--- src/rtl/div_pkg.sv ---
// Shared definitions for the sequential divider: default width, FSM state encoding
// and the iteration-counter width helper.
package div_pkg;

    localparam int DW_DEFAULT = 8;

    typedef enum logic [1:0] {
        IDLE = 2'd0,
        CALC = 2'd1,
        DONE = 2'd2,
        FIX  = 2'd3
    } state_t;

    function automatic int cnt_width(input int dw);
        return (dw > 1) ? $clog2(dw) : 1;
    endfunction

endpackage

--- src/rtl/div_step.sv ---
// Combinational W-bit trial subtract a - b as a ripple chain of fag cells.
// borrow is high when b > a.
module div_step #(
    parameter int W = 9
) (
    input  logic [W-1:0] a,
    input  logic [W-1:0] b,
    output logic [W-1:0] diff,
    output logic         borrow
);

    logic [W:0]   carry;
    logic [W-1:0] b_inv;

    assign b_inv    = ~b;
    assign carry[0] = 1'b1;

    // a + ~b + 1; the final carry-out is the inverse of the borrow
    for (genvar gi = 0; gi < W; gi++) begin : g_chain
        fag u_fag (
            .a  (a[gi]),
            .b  (b_inv[gi]),
            .ci (carry[gi]),
            .s  (diff[gi]),
            .co (carry[gi+1])
        );
    end

    assign borrow = ~carry[W];

endmodule

--- src/rtl/fag.sv ---
// One-bit full adder cell used to build the ripple subtract chain.
module fag (
    input  logic a,
    input  logic b,
    input  logic ci,
    output logic s,
    output logic co
);

    assign s  = a ^ b ^ ci;
    assign co = (a & b) | (ci & (a ^ b));

endmodule

--- src/rtl/seq_divider.sv ---
// Iterative radix-2 restoring divider, 2*DW / DW -> DW quotient + DW remainder.
// Define DIV_SIGNED_EN for two's-complement operands (adds a FIX sign-correction state).
module seq_divider
    import div_pkg::*;
#(
    parameter int DW = DW_DEFAULT
) (
    input  logic            clk,
    input  logic            rst_n,
    input  logic            in_valid,
    output logic            in_ready,
    input  logic [2*DW-1:0] dividend,
    input  logic [DW-1:0]   divisor,
    output logic            out_valid,
    input  logic            out_ready,
    output logic [DW-1:0]   quotient,
    output logic [DW-1:0]   remainder,
    output logic            div0,
    output logic            ovf
);

    localparam int CW = cnt_width(DW);

    state_t          state_q, state_d;
    logic [CW-1:0]   cnt_q, cnt_d;
    logic [DW-1:0]   r_q, r_d;
    logic [DW-1:0]   q_q, q_d;
    logic [DW-1:0]   lo_q, lo_d;
    logic [DW-1:0]   dvs_q, dvs_d;
    logic            wdiv0_q, wdiv0_d;
    logic            wovf_q, wovf_d;
    logic            out_valid_q, out_valid_d;
    logic [DW-1:0]   quo_q, quo_d;
    logic [DW-1:0]   rem_q, rem_d;
    logic            div0_q, div0_d;
    logic            ovf_q, ovf_d;

    logic [2*DW-1:0] dd_mag;
    logic [DW-1:0]   dv_mag;
    logic [DW:0]     step_a;
    logic [DW:0]     step_b;
    logic [DW:0]     step_diff;
    logic            step_borrow;
    logic            trial_ok;

`ifdef DIV_SIGNED_EN
    localparam logic [DW-1:0] POS_MAX = {1'b0, {(DW-1){1'b1}}};
    localparam logic [DW-1:0] NEG_MAX = {1'b1, {(DW-1){1'b0}}};

    logic neg_q, neg_d;
    logic sdd_q, sdd_d;

    assign dd_mag = dividend[2*DW-1] ? -dividend : dividend;
    assign dv_mag = divisor[DW-1]    ? -divisor  : divisor;
`else
    assign dd_mag = dividend;
    assign dv_mag = divisor;
`endif

    assign step_a = {r_q, lo_q[DW-1]};
    assign step_b = {1'b0, dvs_q};

    div_step #(.W(DW + 1)) u_step (
        .a      (step_a),
        .b      (step_b),
        .diff   (step_diff),
        .borrow (step_borrow)
    );

    // A successful trial always leaves a difference below the divisor, so bit DW is clear
    assign trial_ok = ~step_borrow & ~step_diff[DW];

    always_comb begin
        state_d     = state_q;
        cnt_d       = cnt_q;
        r_d         = r_q;
        q_d         = q_q;
        lo_d        = lo_q;
        dvs_d       = dvs_q;
        wdiv0_d     = wdiv0_q;
        wovf_d      = wovf_q;
        out_valid_d = out_valid_q;
        quo_d       = quo_q;
        rem_d       = rem_q;
        div0_d      = div0_q;
        ovf_d       = ovf_q;
`ifdef DIV_SIGNED_EN
        neg_d       = neg_q;
        sdd_d       = sdd_q;
`endif
        case (state_q)
            IDLE: begin
                if (in_valid) begin
                    div0_d  = 1'b0;
                    ovf_d   = 1'b0;
                    dvs_d   = dv_mag;
                    wdiv0_d = 1'b0;
                    wovf_d  = 1'b0;
`ifdef DIV_SIGNED_EN
                    neg_d   = dividend[2*DW-1] ^ divisor[DW-1];
                    sdd_d   = dividend[2*DW-1];
`endif
                    if (divisor == '0) begin
                        state_d = DONE;
                        wdiv0_d = 1'b1;
                        q_d     = '1;
                        r_d     = dividend[DW-1:0];
                    end else if (dd_mag[2*DW-1:DW] >= dv_mag) begin
                        state_d = DONE;
                        wovf_d  = 1'b1;
                        q_d     = '1;
                        r_d     = '0;
                    end else begin
                        state_d = CALC;
                        r_d     = dd_mag[2*DW-1:DW];
                        lo_d    = dd_mag[DW-1:0];
                        q_d     = '0;
                        cnt_d   = '0;
                    end
                end
            end
            CALC: begin
                r_d   = trial_ok ? step_diff[DW-1:0] : step_a[DW-1:0];
                q_d   = {q_q[DW-2:0], trial_ok};
                lo_d  = {lo_q[DW-2:0], 1'b0};
                cnt_d = cnt_q + CW'(1);
                if (cnt_q == CW'(DW - 1)) begin
`ifdef DIV_SIGNED_EN
                    state_d = FIX;
`else
                    state_d = DONE;
`endif
                end
            end
`ifdef DIV_SIGNED_EN
            FIX: begin
                state_d = DONE;
                if (neg_q ? (q_q > NEG_MAX) : (q_q > POS_MAX)) begin
                    wovf_d = 1'b1;
                    q_d    = '1;
                    r_d    = '0;
                end else begin
                    q_d = neg_q ? -q_q : q_q;
                    r_d = sdd_q ? -r_q : r_q;
                end
            end
`endif
            DONE: begin
                // First DONE cycle publishes the result; later cycles wait for the consumer
                if (!out_valid_q) begin
                    out_valid_d = 1'b1;
                    quo_d       = q_q;
                    rem_d       = r_q;
                    div0_d      = wdiv0_q;
                    ovf_d       = wovf_q;
                end else if (out_ready) begin
                    out_valid_d = 1'b0;
                    state_d     = IDLE;
                end
            end
            default: state_d = IDLE;
        endcase
    end

    always_ff @(posedge clk or negedge rst_n) begin
        if (!rst_n) begin
            state_q     <= IDLE;
            cnt_q       <= '0;
            r_q         <= '0;
            q_q         <= '0;
            lo_q        <= '0;
            dvs_q       <= '0;
            wdiv0_q     <= 1'b0;
            wovf_q      <= 1'b0;
            out_valid_q <= 1'b0;
            quo_q       <= '0;
            rem_q       <= '0;
            div0_q      <= 1'b0;
            ovf_q       <= 1'b0;
`ifdef DIV_SIGNED_EN
            neg_q       <= 1'b0;
            sdd_q       <= 1'b0;
`endif
        end else begin
            state_q     <= state_d;
            cnt_q       <= cnt_d;
            r_q         <= r_d;
            q_q         <= q_d;
            lo_q        <= lo_d;
            dvs_q       <= dvs_d;
            wdiv0_q     <= wdiv0_d;
            wovf_q      <= wovf_d;
            out_valid_q <= out_valid_d;
            quo_q       <= quo_d;
            rem_q       <= rem_d;
            div0_q      <= div0_d;
            ovf_q       <= ovf_d;
`ifdef DIV_SIGNED_EN
            neg_q       <= neg_d;
            sdd_q       <= sdd_d;
`endif
        end
    end

    assign in_ready  = (state_q == IDLE);
    assign out_valid = out_valid_q;
    assign quotient  = quo_q;
    assign remainder = rem_q;
    assign div0      = div0_q;
    assign ovf       = ovf_q;

endmodule

--- config.mk ---
export PLATFORM = sky130hd
export DESIGN_NAME = seq_divider
export DESIGN_NICKNAME = d
export VERILOG_FILES = /design/src/rtl/div_pkg.sv /design/src/rtl/div_step.sv /design/src/rtl/fag.sv /design/src/rtl/seq_divider.sv
export SDC_FILE = /design/constraint.sdc
export NUM_CORES = 1
export LEC_CHECK = 0
export BUFFER_PORTS_ARGS = -buffer_cell sky130_fd_sc_hd__buf_2
export CAP_MARGIN = 40
export CORE_UTILIZATION = 30
export DETAILED_ROUTE_END_ITERATION = 12
export PLACE_DENSITY = 0.44
export SYNTH_ARGS = -nofsm -noshare
export SYNTH_HDL_FRONTEND = slang
export SYNTH_SLANG_ARGS = --single-unit
--- constraint.sdc ---
create_clock -name clk -period 8.55 [get_ports clk]
set_clock_uncertainty 0.15 [all_clocks]
set_input_delay 0.855 -clock clk [delete_from_list [all_inputs] [get_ports clk]]
set_output_delay 0.855 -clock clk [all_outputs]
set_load 0.005 [all_outputs]
; ---- Word-level counts from Yosys, hierarchy flattened
; Cells that the tools add are included.
[op_classes]
addsub = 1
mux = 34
reduce_logical = 10
order_cmp = 1
eq_ne = 10
bitwise_logic = 48
[ops]
columns = op, n
row1 = 8-bit 2-to-1 mux, 10
row2 = 8-bit one-hot mux with 2 select lines, 3
row3 = 1-bit bitwise AND, 18
row4 = 1-bit bitwise XOR, 17
row5 = "2-bit != test, second input constant", 7
row6 = 2-bit 2-to-1 mux, 6
row7 = 3-bit 2-to-1 mux, 3
row8 = 8-bit inverter with 9-bit output, 1
row9 = 1-bit OR, 9
row10 = 8-bit >= comparator, 1
row11 = 8-bit zero test, 1
row12 = 1-bit 2-to-1 mux, 8
row13 = 4-bit AND reduction, 2
row14 = 2-bit one-hot mux with 3 select lines, 1
row15 = 3-bit one-hot mux with 2 select lines, 1
row16 = 2-bit AND reduction, 3
row17 = 1-bit one-hot mux with 2 select lines, 2
row18 = 2-bit nonzero test, 2
row19 = "3-bit by 1-bit adder with 3-bit output, second input constant", 1
row20 = "3-bit == test, second input constant", 1
row21 = 1-bit inverter, 3
row22 = 3-bit AND reduction, 1
row23 = "2-bit by 1-bit == test with 1-bit output, second input constant", 1
row24 = "2-bit == test, second input constant", 1
row25 = 2-bit zero test, 1
[word_totals]
in_bits = 28
out_inout_bits = 20
elab_cells = 117
regBits = 58

; ---- Longest topological paths before layout
[depth]
word_depth = 22
depth_mapped = 17
mapped_depth_nobuf = 16

; ---- Hierarchy
; From an unflattened synthesis, not the netlist that was laid out.
[unflattened]
cells_unflattened = 277
hier_area_um2 = 3005.4
[by_module_without_submodules]
columns = mod, cells_each, area_each_um2, instances
row1 = seq_divider, 257, 2783.9, 1
row2 = fag, 1, 20.0, 9
row3 = div_step, 11, 41.3, 1

; ---- Least setup slack after synthesis
; OpenSTA, ideal clock, no wires.
[synth_path]
path_kind = register -> register
start = register dvs_q[0]
end = register r_q[0]
arrival_time_ns = 3.935
path_slack_ns = 4.324
stages_incl_launch_ff = 16
path_cell_list = dfrtp_1 > ha_1 > fa_1 > fa_1 > fa_1 > fa_1 > inv_1 > fa_1 > inv_1 > fa_1 > fa_1 > xor2_1 > clkbuf_1 > o21ai_0 > a2bb2oi_1 > a31oi_1
[synth_via]
elab_chain_len = 22
word_cells_on_any_way = 26
[synth_lines]
columns = item, line_no
row1 = "start, declared", seq_divider.sv:29  ; logic [DW-1:0] dvs_q, dvs_d;
row2 = "start signal, assigned", seq_divider.sv:190  ; dvs_q <= dvs_d;
row3 = 8-bit inverter with 9-bit output *, div_step.sv:15  ; assign b_inv = ~b;
row4 = 1-bit bitwise AND or 1-bit bitwise XOR (tied branches), "fag.sv:11, fag.sv:10"
row5 = 1-bit OR, fag.sv:11  ; assign co = (a & b) | (ci & (a ^ b));
row6 = 1-bit bitwise AND, fag.sv:11
row7 = 1-bit OR, fag.sv:11
row8 = 1-bit bitwise AND, fag.sv:11
row9 = 1-bit OR, fag.sv:11
row10 = 1-bit bitwise AND, fag.sv:11
row11 = (+6 left out), --
row12 = 1-bit OR, fag.sv:11
row13 = 1-bit bitwise AND, fag.sv:11
row14 = 1-bit OR, fag.sv:11
row15 = 1-bit bitwise AND or 1-bit bitwise XOR (tied branches), "fag.sv:11, fag.sv:10"
row16 = 1-bit OR or 1-bit inverter (tied branches), "fag.sv:11, seq_divider.sv:71"
row17 = 1-bit bitwise AND, seq_divider.sv:71  ; assign trial_ok = ~step_borrow & ~step_diff[DW];
row18 = 8-bit 2-to-1 mux *, seq_divider.sv:123  ; r_d = trial_ok ? step_diff[DW-1:0] : step_a[DW-1:0];
row19 = 8-bit one-hot mux with 2 select lines *, seq_divider.sv:91  ; case (state_q)
row20 = "end signal, assigned", seq_divider.sv:187  ; r_q <= r_d;
row21 = "end, declared", seq_divider.sv:26  ; logic [DW-1:0] r_q, r_d;
; Every way passes the cells marked *; elsewhere a longest branch is shown, timed or not.
; A chain may end at the register's enable or synchronous reset.

; ---- Final worst setup path
[layout_path]
start = register lo_q[7]
end = register r_q[5]
[layout_via]
elab_chain_len = 21
word_cells_on_any_way = 25
[layout_lines]
columns = item, line_no
row1 = "start, declared", seq_divider.sv:28  ; logic [DW-1:0] lo_q, lo_d;
row2 = "start signal, assigned", seq_divider.sv:189  ; lo_q <= lo_d;
row3 = 1-bit bitwise AND or 1-bit bitwise XOR (tied branches), fag.sv:11
row4 = 1-bit OR *, fag.sv:11
row5 = 1-bit bitwise AND *, fag.sv:11
row6 = 1-bit OR *, fag.sv:11
row7 = 1-bit bitwise AND *, fag.sv:11
row8 = 1-bit OR *, fag.sv:11
row9 = 1-bit bitwise AND *, fag.sv:11
row10 = 1-bit OR *, fag.sv:11
row11 = (+5 left out), --
row12 = 1-bit OR, fag.sv:11
row13 = 1-bit bitwise AND, fag.sv:11
row14 = 1-bit OR, fag.sv:11
row15 = 1-bit bitwise AND or 1-bit bitwise XOR (tied branches), "fag.sv:11, fag.sv:10"
row16 = 1-bit OR or 1-bit inverter (tied branches), "fag.sv:11, seq_divider.sv:71"
row17 = 1-bit bitwise AND, seq_divider.sv:71
row18 = 8-bit 2-to-1 mux *, seq_divider.sv:123
row19 = 8-bit one-hot mux with 2 select lines *, seq_divider.sv:91
; Marks and branches as above.

==> metrics.md <==
| Metric | Value |
|---|---|
| Status | complete, no violations |
| Worst setup path start | lo_q[7]$_DFFE_PN0P_ |
| Clock slew at reported path FFs | 0.07 ns |
| Fmax | 207.3 MHz |
| CP required | 8.63 ns |
| Met3 WL post-DR | 313 microns |
| Hold Path Class | flip-flop to flip-flop |
| Vias post-DR | 2203 |
| First-pass detailed-route iteration total | 4 |
| Initial core utilization | 30.81% |
| First DRT Iteration DRCs | 95 |
| Gates resized, CTS repair | 0 |
| Max_cap viols | 0 |
| Final hold viol count | 0 |
| All-Layer GR Usage | 15.65% |
| Register share of total power | 36.2% |
| Chip width | 102.0 microns |
| Synth Net Count | 325 |
| Vias in the first global route | 2216 |
| Mean Syn Cell Area | 10.75 sq um |
| Logic gate share of total power | 45.2% |
| FF+latch count, synth | 58 |
| Slew Limit Headroom | 44.62% |
| CTS tree | done |
| Initial antenna violation count | 0 |
| RSZ-0062 raised after global routing | false |
| Max Used Layer | met4 |
| Chip height | 102.0 microns |
| Final period util | 56.42% |
| Critical Path Source Type | flip-flop |
| Routed wl met2 | 3.356 mm |
| Net Sw Power | 545.8 uW |
| Clock Latency Late Sink | 0.34 ns |
| Final GP Congestion | 0.8013 |
| Cts bufs inserted | 9 |
| Net Sw Frac | 38.89% |
| Pleak | 0.001695 uW |
| Placeable core area | 9729 sq um |
| Post-DRT Antenna Nets | 0 |
| WL met1 | 3.522 mm |
| CP Max Fanout | 12 |
| Layout cell share with drive strength beyond 1 | 29.73% |
| Nets | 374 |
| Grt ovf | 0 |
| CTS root buf | clkbuf_8 |
| Fillers | 1023 |
| Total Die Area | 10400 sq um |
| I/O pins | 48 |
| Seq/Total Area, Yosys | 48.41% |
| HPWL Detailed | 5.296 mm |
| Ys Warns | 0 |
| Fin cells | 466 |
| HP Start | dvs_q[5]$_DFFE_PN0P_ |
| Slew Limit Fails | 0 |
| Drt drc | 0 |
| Seq. cell area | 1451 sq um |
| Final TNS setup | 0 ns |
| Pin count of the biggest net entering global routing | 59 |
| Layout area overhead | 19.87% |
| Arrival time at the worst endpoint | 4.91 ns |
| Multi-input logic area | 1396 sq um |
| Global-route wire length before repair | 11.97 mm |
| Peak supply drop | 0.0001145 V |
| ANT cells | 0 |
| Worst slew pin tran | 0.8278 ns |
| Clock Tree Buf Depth | 2 |
| CTS sink count | 58 |
| Setup Fix Bufs, Post-CTS | 0 |
| Post-CTS Hold Buffers | 0 |
| IO buf count | 47 |
| Drt total wl | 7.287 mm |
| Pwr dens | 390.5 nW/um^2 |
| H-tree levels | 3 |
| Gate Count Post-Synth | 279 |
| Mapped cell area | 2998 sq um |
| Drt wl/cell | 15.64 microns |
| Netlist cell types | 41 |
| Crit end category | flip-flop |
| Worst setup path class | flip-flop to flip-flop |
| Minimum clock period | 4.824 ns |
| Drt via density | 4.727 |
| Clock Power Share | 18.6% |
| Critical R2R Launch | lo_q[7]$_DFFE_PN0P_ |
| Row cnt | 36 |
| DP Cell Count | 450 |
| # setup viols final | 0 |
| Internal | 857.6 uW |
==> cell usage in the layout (no fill, tap or decap), types with 2 or more instances in the layout <==
master / count
o21ai_0: 20
fa_1: 7
a2bb2oi_1: 4
inv_1: 21
nand2_1: 34
mux2_1: 5
ha_1: 11
clkbuf_8: 11
o221a_2: 8
a31oi_1: 7
nand2b_1: 2
clkinvlp_4: 2
nand3_1: 10
a21o_1: 3
buf_8: 2
mux2i_1: 4
nor4_1: 2
mux2_2: 17
a22o_1: 4
nor2b_1: 4
dfrtp_1: 58
nor2_1: 20
a21oi_1: 2
buf_4: 4
buf_2: 47
nor3_2: 2
a41oi_1: 3
and2_1: 2
==> state kept, by name (all words and copies together) (netlist names) <==
register and count:
cnt_q 3, div0 1, dvs_q 8, lo_q 8, out_valid 1, ovf 1
q_q 8, quotient 8, r_q 8, remainder 8, state_q 2, wdiv0_q 1
wovf_q 1
==> layer usage <==
metal | GRT usage (%) | up-vias
met3 | 4.925 | 11
met5 | 0 | -
met1 | 20.86 | 1063
met2 | 24.37 | 50
met4 | 4.615 | 0
li1 | - | 1079
==> worst paths after layout <==
path                       cells past startpoint  slack (ns)              endpoint
hold reg to reg                                2        0.34  dvs_q[5]$_DFFE_PN0P_
max in group asynchronous                      2        7.22  dvs_q[4]$_DFFE_PN0P_
min in group asynchronous                      2        0.52      div0$_DFFE_PN0P_
hold / removal                                 2        0.34  dvs_q[5]$_DFFE_PN0P_
setup reg to reg                              16        3.73    r_q[5]$_DFFE_PN0P_
setup / recovery                              16        3.73    r_q[5]$_DFFE_PN0P_
==> critical path, cell delays in order, from the launching register on <==
cell and delay, ns:
dfrtp_1 0.35, inv_1 0.06, ha_1 0.19, fa_1 0.38, fa_1 0.40, fa_1 0.39, fa_1 0.38, inv_1 0.08
fa_1 0.17, inv_1 0.05, fa_1 0.38, fa_1 0.42, xor2_1 0.69, mux2i_1 0.26, o221ai_1 0.13, a31oi_1 0.17
nor2_1 0.06
==> cell usage after synthesis, drive strengths merged <==
cell | instances | area (sq um)
a211o | 1 | 8.760
a211oi | 1 | 7.510
a21o | 3 | 22.52
a21oi | 2 | 10.01
a221o | 1 | 10.01
a22o | 4 | 35.03
a2bb2oi | 4 | 35.03
a31o | 1 | 8.760
a31oi | 7 | 43.79
a41oi | 3 | 26.28
and2 | 2 | 12.51
and3 | 1 | 11.26
buf | 5 | 33.78
clkbuf | 10 | 37.54
dfrtp | 58 | 1451
fa | 7 | 140.1
ha | 11 | 137.6
inv | 21 | 78.83
mux2 | 22 | 247.7
mux2i | 4 | 40.04
nand2 | 34 | 127.6
nand2b | 2 | 12.51
nand3 | 10 | 50.05
nand4 | 1 | 6.260
nor2 | 20 | 75.07
nor2b | 4 | 25.02
nor3 | 2 | 20.02
nor4 | 3 | 25.02
o211a | 1 | 10.01
o21ai | 20 | 100.1
o21bai | 1 | 7.510
o221a | 8 | 90.09
o221ai | 1 | 8.760
o311ai | 1 | 16.27
o31ai | 1 | 7.510
xnor2 | 1 | 8.760
xor2 | 1 | 8.760
==> layout make-up <==
type	instances	area share, %
repair buffers	53	8.217
inverters	21	2.194
well taps	133	4.631
clock inverters	4	1.393
flip-flops and latches	58	40.39
clock buffers	12	4.318
multi-input cells	185	38.86
==> per-stage QoR <==
stage | cell area [sq um] | hold slack [ns] | power [uW] | setup WS [ns] | utilization [%]
floorplan | 2998 | 0.2994 | 957.9 | 4.324 | -
global route | 3593 | 0.3545 | 1538 | 3.494 | 36.93
finish | 3593 | 0.3367 | 1403 | 3.726 | 36.93
global placement | 3358 | 0.3192 | 1136 | 3.819 | 34.52
CTS | 3593 | 0.3406 | 1428 | 3.721 | 36.93
detailed placement | 3388 | 0.3246 | 1156 | 3.733 | 34.83
==> cell families after synthesis <==
kind of cell    share of synthesized area (%)
compound gates                          14.94
fa+ha+maj                               9.265
simple gates                            12.19
mux                                     9.599
flops                                   48.41
buf+inv                                 5.009
xor+xnor                               0.5844
==> power groups by stage <==
stage	Clock (uW)	Combinational, uW	Sequential (uW)
after detailed placement	0	641	515
after CTS	273	645	510
after global routing	286	724	528
final	261	634	507
after floorplan	0	471	487
after global placement	0	623	513
Power figures use the tool's default switching activity.
